--- src/rtl/bfp_pkg.sv ---
// -----------------------------------------------------------------------------
// bfp_pkg
// Shared definitions for the block-floating-point decoder path.
//   - shw(width): width of a shift factor able to hold 0..width.
//   - bfp_dec_state_e: decoder FSM states (waiting for a shift / inside a block).
// -----------------------------------------------------------------------------
package bfp_pkg;

  // Number of bits needed to carry a shift in the inclusive range 0..width.
  function automatic int shw(input int width);
    return $clog2(width + 1);
  endfunction

  typedef enum logic {
    IDLE  = 1'b0,
    BLOCK = 1'b1
  } bfp_dec_state_e;

endpackage

--- src/rtl/bfp_denorm_shift.sv ---
// -----------------------------------------------------------------------------
// bfp_denorm_shift
// Combinational restore of one normalized mantissa to a fixed-point magnitude:
//   ext     = {mantissa, (WIDTH-MANT_W) zeros}
//   o_value = ext >> i_shift
// A shift of WIDTH yields zero (zero-block code).
//
// Build option: BFP_DEC_ROUND_EN
//   defined   -> round half-up: the last bit shifted out is added back when
//                1 <= shift < WIDTH. The shifted value is below 2^(WIDTH-shift),
//                so the increment can never overflow WIDTH bits.
//   undefined -> truncate (plain right shift).
//
// Ports
//   i_mant   in  MANT_W  unsigned normalized mantissa
//   i_shift  in  SHW     shift factor, already limited to 0..WIDTH
//   o_value  out WIDTH   restored magnitude
// -----------------------------------------------------------------------------
module bfp_denorm_shift #(
  parameter int WIDTH  = 16,
  parameter int MANT_W = 8,
  parameter int SHW    = 5
) (
  input  logic [MANT_W-1:0] i_mant,
  input  logic [SHW-1:0]    i_shift,
  output logic [WIDTH-1:0]  o_value
);

  logic [WIDTH-1:0] w_ext;
  logic [WIDTH-1:0] w_shifted;

  // Left-align the mantissa in the output word; works for MANT_W == WIDTH too.
  assign w_ext     = WIDTH'(i_mant) << (WIDTH - MANT_W);
  assign w_shifted = w_ext >> i_shift;

`ifdef BFP_DEC_ROUND_EN
  logic             w_round_en;
  logic [WIDTH-1:0] w_below;
  logic             w_round_bit;

  assign w_round_en  = (i_shift != '0) && (i_shift < SHW'(WIDTH));
  // Bit (shift-1) of ext is the most significant discarded bit. The shift
  // wraps when i_shift is 0, but the result is gated off in that case.
  assign w_below     = w_ext >> (i_shift - 1'b1);
  assign w_round_bit = w_round_en & w_below[0];
  assign o_value     = w_shifted + WIDTH'(w_round_bit);
`else
  assign o_value     = w_shifted;
`endif

endmodule

--- src/rtl/bfp_block_decoder.sv ---
// -----------------------------------------------------------------------------
// bfp_block_decoder
// Decoder side of the block-floating-point path. Accepts one shift factor per
// block, then that block's mantissas, and emits restored fixed-point magnitudes
// through a single output register (1-cycle latency, 1 beat/clk when o_ready=1).
//
// Build option: BFP_DEC_ROUND_EN selects round half-up in bfp_denorm_shift;
// the default build truncates.
//
// Ports
//   clk        in   1       clock
//   rst_n      in   1       asynchronous active-low reset
//   exp_valid  in   1       shift factor offered
//   exp_ready  out  1       shift factor accepted (IDLE only)
//   exp_in     in   SHW     shift factor, values above WIDTH clamp to WIDTH
//   m_valid    in   1       mantissa offered
//   m_ready    out  1       mantissa accepted (BLOCK and output slot free)
//   m_data     in   MANT_W  unsigned normalized mantissa
//   m_last     in   1       final mantissa of the block
//   o_valid    out  1       restored sample valid
//   o_ready    in   1       downstream ready
//   o_data     out  WIDTH   restored unsigned magnitude
//   o_last     out  1       final sample of the block
//   len_err    out  1       one-cycle pulse on a block-length violation
// -----------------------------------------------------------------------------
module bfp_block_decoder
  import bfp_pkg::*;
#(
  parameter int WIDTH     = 16,
  parameter int MANT_W    = 8,
  parameter int BLOCK_LEN = 64,
  localparam int SHW      = shw(WIDTH)
) (
  input  logic              clk,
  input  logic              rst_n,
  input  logic              exp_valid,
  output logic              exp_ready,
  input  logic [SHW-1:0]    exp_in,
  input  logic              m_valid,
  output logic              m_ready,
  input  logic [MANT_W-1:0] m_data,
  input  logic              m_last,
  output logic              o_valid,
  input  logic              o_ready,
  output logic [WIDTH-1:0]  o_data,
  output logic              o_last,
  output logic              len_err
);

  // Beat counter spans 0..BLOCK_LEN. The value BLOCK_LEN is the saturated
  // "overrun already reported" state, so a long block pulses len_err once.
  localparam int              CNTW     = $clog2(BLOCK_LEN + 1);
  localparam logic [CNTW-1:0] CNT_LAST = CNTW'(BLOCK_LEN - 1);
  localparam logic [CNTW-1:0] CNT_SAT  = CNTW'(BLOCK_LEN);
  localparam logic [SHW-1:0]  SH_MAX   = SHW'(WIDTH);

  bfp_dec_state_e    r_state;
  logic [SHW-1:0]    r_shift;
  logic [CNTW-1:0]   r_beat_cnt;
  logic              r_o_valid;
  logic [WIDTH-1:0]  r_o_data;
  logic              r_o_last;
  logic              r_len_err;

  logic              w_exp_ready;
  logic              w_m_ready;
  logic              w_exp_accept;
  logic              w_m_accept;
  logic [SHW-1:0]    w_shift_clamped;
  logic [WIDTH-1:0]  w_restored;

  assign w_exp_ready     = (r_state == IDLE);
  // The output slot is free when empty or being drained this cycle.
  assign w_m_ready       = (r_state == BLOCK) && (!r_o_valid || o_ready);
  assign w_exp_accept    = exp_valid && w_exp_ready;
  assign w_m_accept      = m_valid && w_m_ready;
  assign w_shift_clamped = (exp_in > SH_MAX) ? SH_MAX : exp_in;

  bfp_denorm_shift #(
    .WIDTH  (WIDTH),
    .MANT_W (MANT_W),
    .SHW    (SHW)
  ) u_denorm (
    .i_mant  (m_data),
    .i_shift (r_shift),
    .o_value (w_restored)
  );

  always_ff @(posedge clk or negedge rst_n) begin
    if (!rst_n) begin
      r_state    <= IDLE;
      r_shift    <= '0;
      r_beat_cnt <= '0;
      r_o_valid  <= 1'b0;
      r_o_data   <= '0;
      r_o_last   <= 1'b0;
      r_len_err  <= 1'b0;
    end else begin
      r_len_err <= 1'b0;

      // Drain; a load below in the same cycle takes precedence.
      if (r_o_valid && o_ready) begin
        r_o_valid <= 1'b0;
      end

      unique case (r_state)
        IDLE: begin
          if (w_exp_accept) begin
            r_shift    <= w_shift_clamped;
            r_beat_cnt <= '0;
            r_state    <= BLOCK;
          end
        end

        BLOCK: begin
          if (w_m_accept) begin
            r_o_valid <= 1'b1;
            r_o_data  <= w_restored;
            r_o_last  <= m_last;
            if (m_last) begin
              // Short block flags here; an overrun was already flagged.
              if ((r_beat_cnt != CNT_LAST) && (r_beat_cnt != CNT_SAT)) begin
                r_len_err <= 1'b1;
              end
              r_state <= IDLE;
            end else if (r_beat_cnt != CNT_SAT) begin
              // Non-last beat at the block's final slot is an overrun.
              if (r_beat_cnt == CNT_LAST) begin
                r_len_err <= 1'b1;
              end
              r_beat_cnt <= r_beat_cnt + 1'b1;
            end
          end
        end

        default: r_state <= IDLE;
      endcase
    end
  end

  assign exp_ready = w_exp_ready;
  assign m_ready   = w_m_ready;
  assign o_valid   = r_o_valid;
  assign o_data    = r_o_data;
  assign o_last    = r_o_last;
  assign len_err   = r_len_err;

endmodule

--- config.mk ---
export PLATFORM = sky130hd
export DESIGN_NAME = bfp_block_decoder
export DESIGN_NICKNAME = d
export VERILOG_FILES = /design/src/rtl/bfp_pkg.sv /design/src/rtl/bfp_denorm_shift.sv /design/src/rtl/bfp_block_decoder.sv
export SDC_FILE = /design/constraint.sdc
export NUM_CORES = 1
export LEC_CHECK = 0
export CAP_MARGIN = 40
export CORE_MARGIN = 2
export CORE_UTILIZATION = 55
export DETAILED_ROUTE_END_ITERATION = 10
export GPL_TIMING_DRIVEN = 0
export PLACE_DENSITY = 0.85
export SETUP_SLACK_MARGIN = 0.5
export SYNTH_ARGS = -nofsm -noshare
export SYNTH_HDL_FRONTEND = slang
export SYNTH_HIERARCHICAL = 1
export SYNTH_SLANG_ARGS = --single-unit
export TNS_END_PERCENT = 20
--- constraint.sdc ---
create_clock -name clk -period 2.6 [get_ports clk]
set_clock_uncertainty 0.1 [all_clocks]
set_input_delay 0.78 -clock clk [delete_from_list [all_inputs] [get_ports clk]]
set_output_delay 0.78 -clock clk [all_outputs]
set_load 0.05 [all_outputs]
==> impl_metrics.toml <==
[floorplanning]
die_w_um = 63.7
io_pins = 40
fp.dieArea_sq_mm = 0.00406
placementRows = 21
die_height_um = 63.7
initial_core_util_pct = 57.8
placeableCoreArea_sq_mm = 0.00339

[timing]
post-route-min-period_ps = 2230
hold_viol = 0
min_period_over_period_pct = 85.8
setup_violations_final = 0
worstMarginPinSlew_ps = 711
rsz_0062_raised_after_global_routing = "yes"
final.hold.worst_slack_ps = 387
max_clock_freq_mhz = 449
slew_headroom_pct = 52.6
slew_viol_final = 0

[critical_path]
crit_fanout = 3
startpoint_type = "input port"
critPathArrivalTime_ps = 2360
path_cells = "clkdlybuf4s50_1 -> mux2_4 -> mux2i_2 -> nor3b_1 -> a221o_1 -> mux2_2"
critical_path.max_stage_delay_ps = 440
criticalPathCategory = "input port to register"
worst_ep_required_ps = 2730
cp_slowest_cell = "clkdlybuf4s50_1"
critical_path.endpoint_type = "register"

[yosys]
most_frequent_cell_after_synthesis = "dfrtp_1"
synth_largest_type_area_fraction_pct = 40.9
synth-main-ff-cell = "dfrtp_1"
ys_async_sr_fraction_pct = 100
synth.yosys.warnings = 6
post_synth_instance_area_sq_mm = 0.00196
ys_ff_latch = 32
net_count_after_synthesis = 215
syn_area_per_cell_sq_um = 10.1
post_synthesis_cells = 194
synthTopCellsByArea = "dfrtp_1 41%, mux2_2 9.8%, mux2i_1 6.1%"
synth_top_cell_by_area = "dfrtp_1"
synth-edff-count = 0
ys_top_cells_by_count = "32 x dfrtp_1, 18 x nand2_1, 17 x mux2_2, 12 x mux2i_1, 9 x nand3_1"
seq_area_frac_synth_pct = 40.9
synth_cell_types = 47

[clock_network]
cts_clk_pin_slew_worst_paths_ps = 100
ctsHtreeMaxLevel = 2
cts.sink_count = 32
cts_tree = "built"
cell_at_the_root_of_the_clock_tree = "clkbuf_4"
numCtsBuffers = 5
cts.path.max_buffers = 2
insertion_delay_ps = 330

[grt]
first_global_vias = 1547
track_usage_pct = 22.3
wire_length_of_the_first_global_routing_pass_um = 6960
initial_antenna_violation_count = 0
maximum_number_of_pins_on_one_net_before_global_route_repair = 33
grt-ovfl-total = 0

[placement]
detailed_place_hpwl_um = 3090
place_congestion = 0.892
port_buffers = 39
placed_cells_incl_taps = 279

[drt]
post_drt_wl_per_cell_um = 14.3
drt_iter0_markers = 93
totalWireLength_um = 4110
drt.antenna.violating_nets = 0
post-route-drc-count = 0
vias_per_cell = 5.60
drt_first_pass_iters = 4
detailroute.via_count = 1607

[layout]
final-instance-count-excl-fill = 287
area_growth_pct = 26.3
drive_gt1_share_pct = 22.4
antenna_cells_inserted = 0
filler_cell_count = 255
nets = 261

[power]
power_leakage_nw = 1.19
peakVddDrop_uv = 568
power-per-cell-area_mw_per_mm2 = 1200

[worst_hold_path]
hold_path.class = "input port to async pin"

[job]
max_cap_viol = 0

[run_status]
result_of_the_run = "completed"
[cell type report]
| class | count | area, sq um | area share (%) |
|---|---|---|---|
| sequential | 32 | 801 | 32.4 |
| inverter | 6 | 22.5 | 0.910 |
| clock buffer | 7 | 55.1 | 2.22 |
| tap | 46 | 57.6 | 2.33 |
| buffer | 12 | 77.6 | 3.13 |
| clock inverter | 1 | 7.51 | 0.303 |
| timing repair buffer | 39 | 385 | 15.6 |
| multi-input combinational | 144 | 1070 | 43.2 |
[critical path: cells and delay by family]
kind | cells | cell delay [ps]
mux | 3 | 780
buf+inv | 1 | 440
compound gates | 1 | 290
simple gates | 1 | 80
[per-stage QoR]
step	power (mW)	util [%]	TNS (ps)	worst slack [ps]	cell area, sq um
2_1_floorplan	2.22	-	0	529	1960
5_1_grt	3.18	73.0	0	335	2470
4_1_cts	2.99	72.8	0	228	2470
6_report	2.98	73.0	0	370	2470
3_5_place_dp	2.74	70.9	-643	-643	2400
3_3_place_gp	2.70	71.1	-639	-639	2410
[registers in the layout, indices dropped and copies added (netlist names)]
register	count
o_last	1
o_valid	1
r_beat_cnt	7
o_data	16
len_err	1
r_state	1
r_shift	5
[cell usage in the layout, fill, tap and decap left out, types with 3 or more instances in the layout]
cell	instances
inv_1	6
nand2b_1	5
nand4_1	3
mux2_2	17
nand3_1	9
buf_4	5
nor2_1	8
dlygate4sd2_1	11
nand3b_1	3
a21oi_1	4
nor2b_1	3
o22ai_1	4
dlymetal6s2s_1	5
o21ai_0	6
dfrtp_1	32
clkbuf_4	5
o21ai_1	3
nand2_1	18
and2_1	3
clkdlybuf4s50_1	16
clkdlybuf4s15_2	3
nor3_1	6
buf_2	3
clkbuf_1	5
nor3b_1	5
mux2i_1	12
[power by group]
group | switching, mW | internal [mW] | total, mW
Combinational | 1.12 | 0.709 | 1.83
Clock | 0.172 | 0.132 | 0.305
Sequential | 0.152 | 0.692 | 0.845
[kinds of logic after synthesis]
logic type,count (synthesis),synth area share (%)
adder cells (fa/ha/maj),2,1.28
multiplexers,32,18.1
AND/OR/NAND/NOR,79,23.7
buffers and inverters,18,5.11
flip-flops,32,40.9
AO/OA/AOI/OAI,29,10.0
XOR/XNOR,2,0.894
[per-layer routing]
layer	wire length [um]	global-route usage [%]	part of all wire (%)	vias to the layer above
met5	0	0	0	-
met4	40	8.70	0.97	0
met3	155	5.18	3.8	4
met2	2060	37.9	50	45
met1	1860	27.2	45	766
li1	-	-	-	792
[timing repair]
item / in CTS / in global routing
hold buffers: 0 / 0
pin swaps: 1 / 0
endpoints found under the hold margin: 0 / 0
buffers inserted: 0 / 0
setup endpoints to repair: 27 / 30
gates resized for setup: 36 / 7
[path summary, 6_finish.rpt]
path / from / to / slack (ps) / cells after the start
setup / recovery: m_data[3] / o_data[7] / 370 / 6
hold / removal: rst_n / o_data[1] / 390 / 1
setup reg to reg: r_shift[0] / o_data[0] / 600 / 6
hold reg to reg: o_data[8] / o_data[8] / 410 / 1
max in group asynchronous: rst_n / o_data[0] / 1560 / 1
min in group clk: o_data[8] / o_data[8] / 410 / 1
Note: power is estimated with default switching activity, not from simulation.
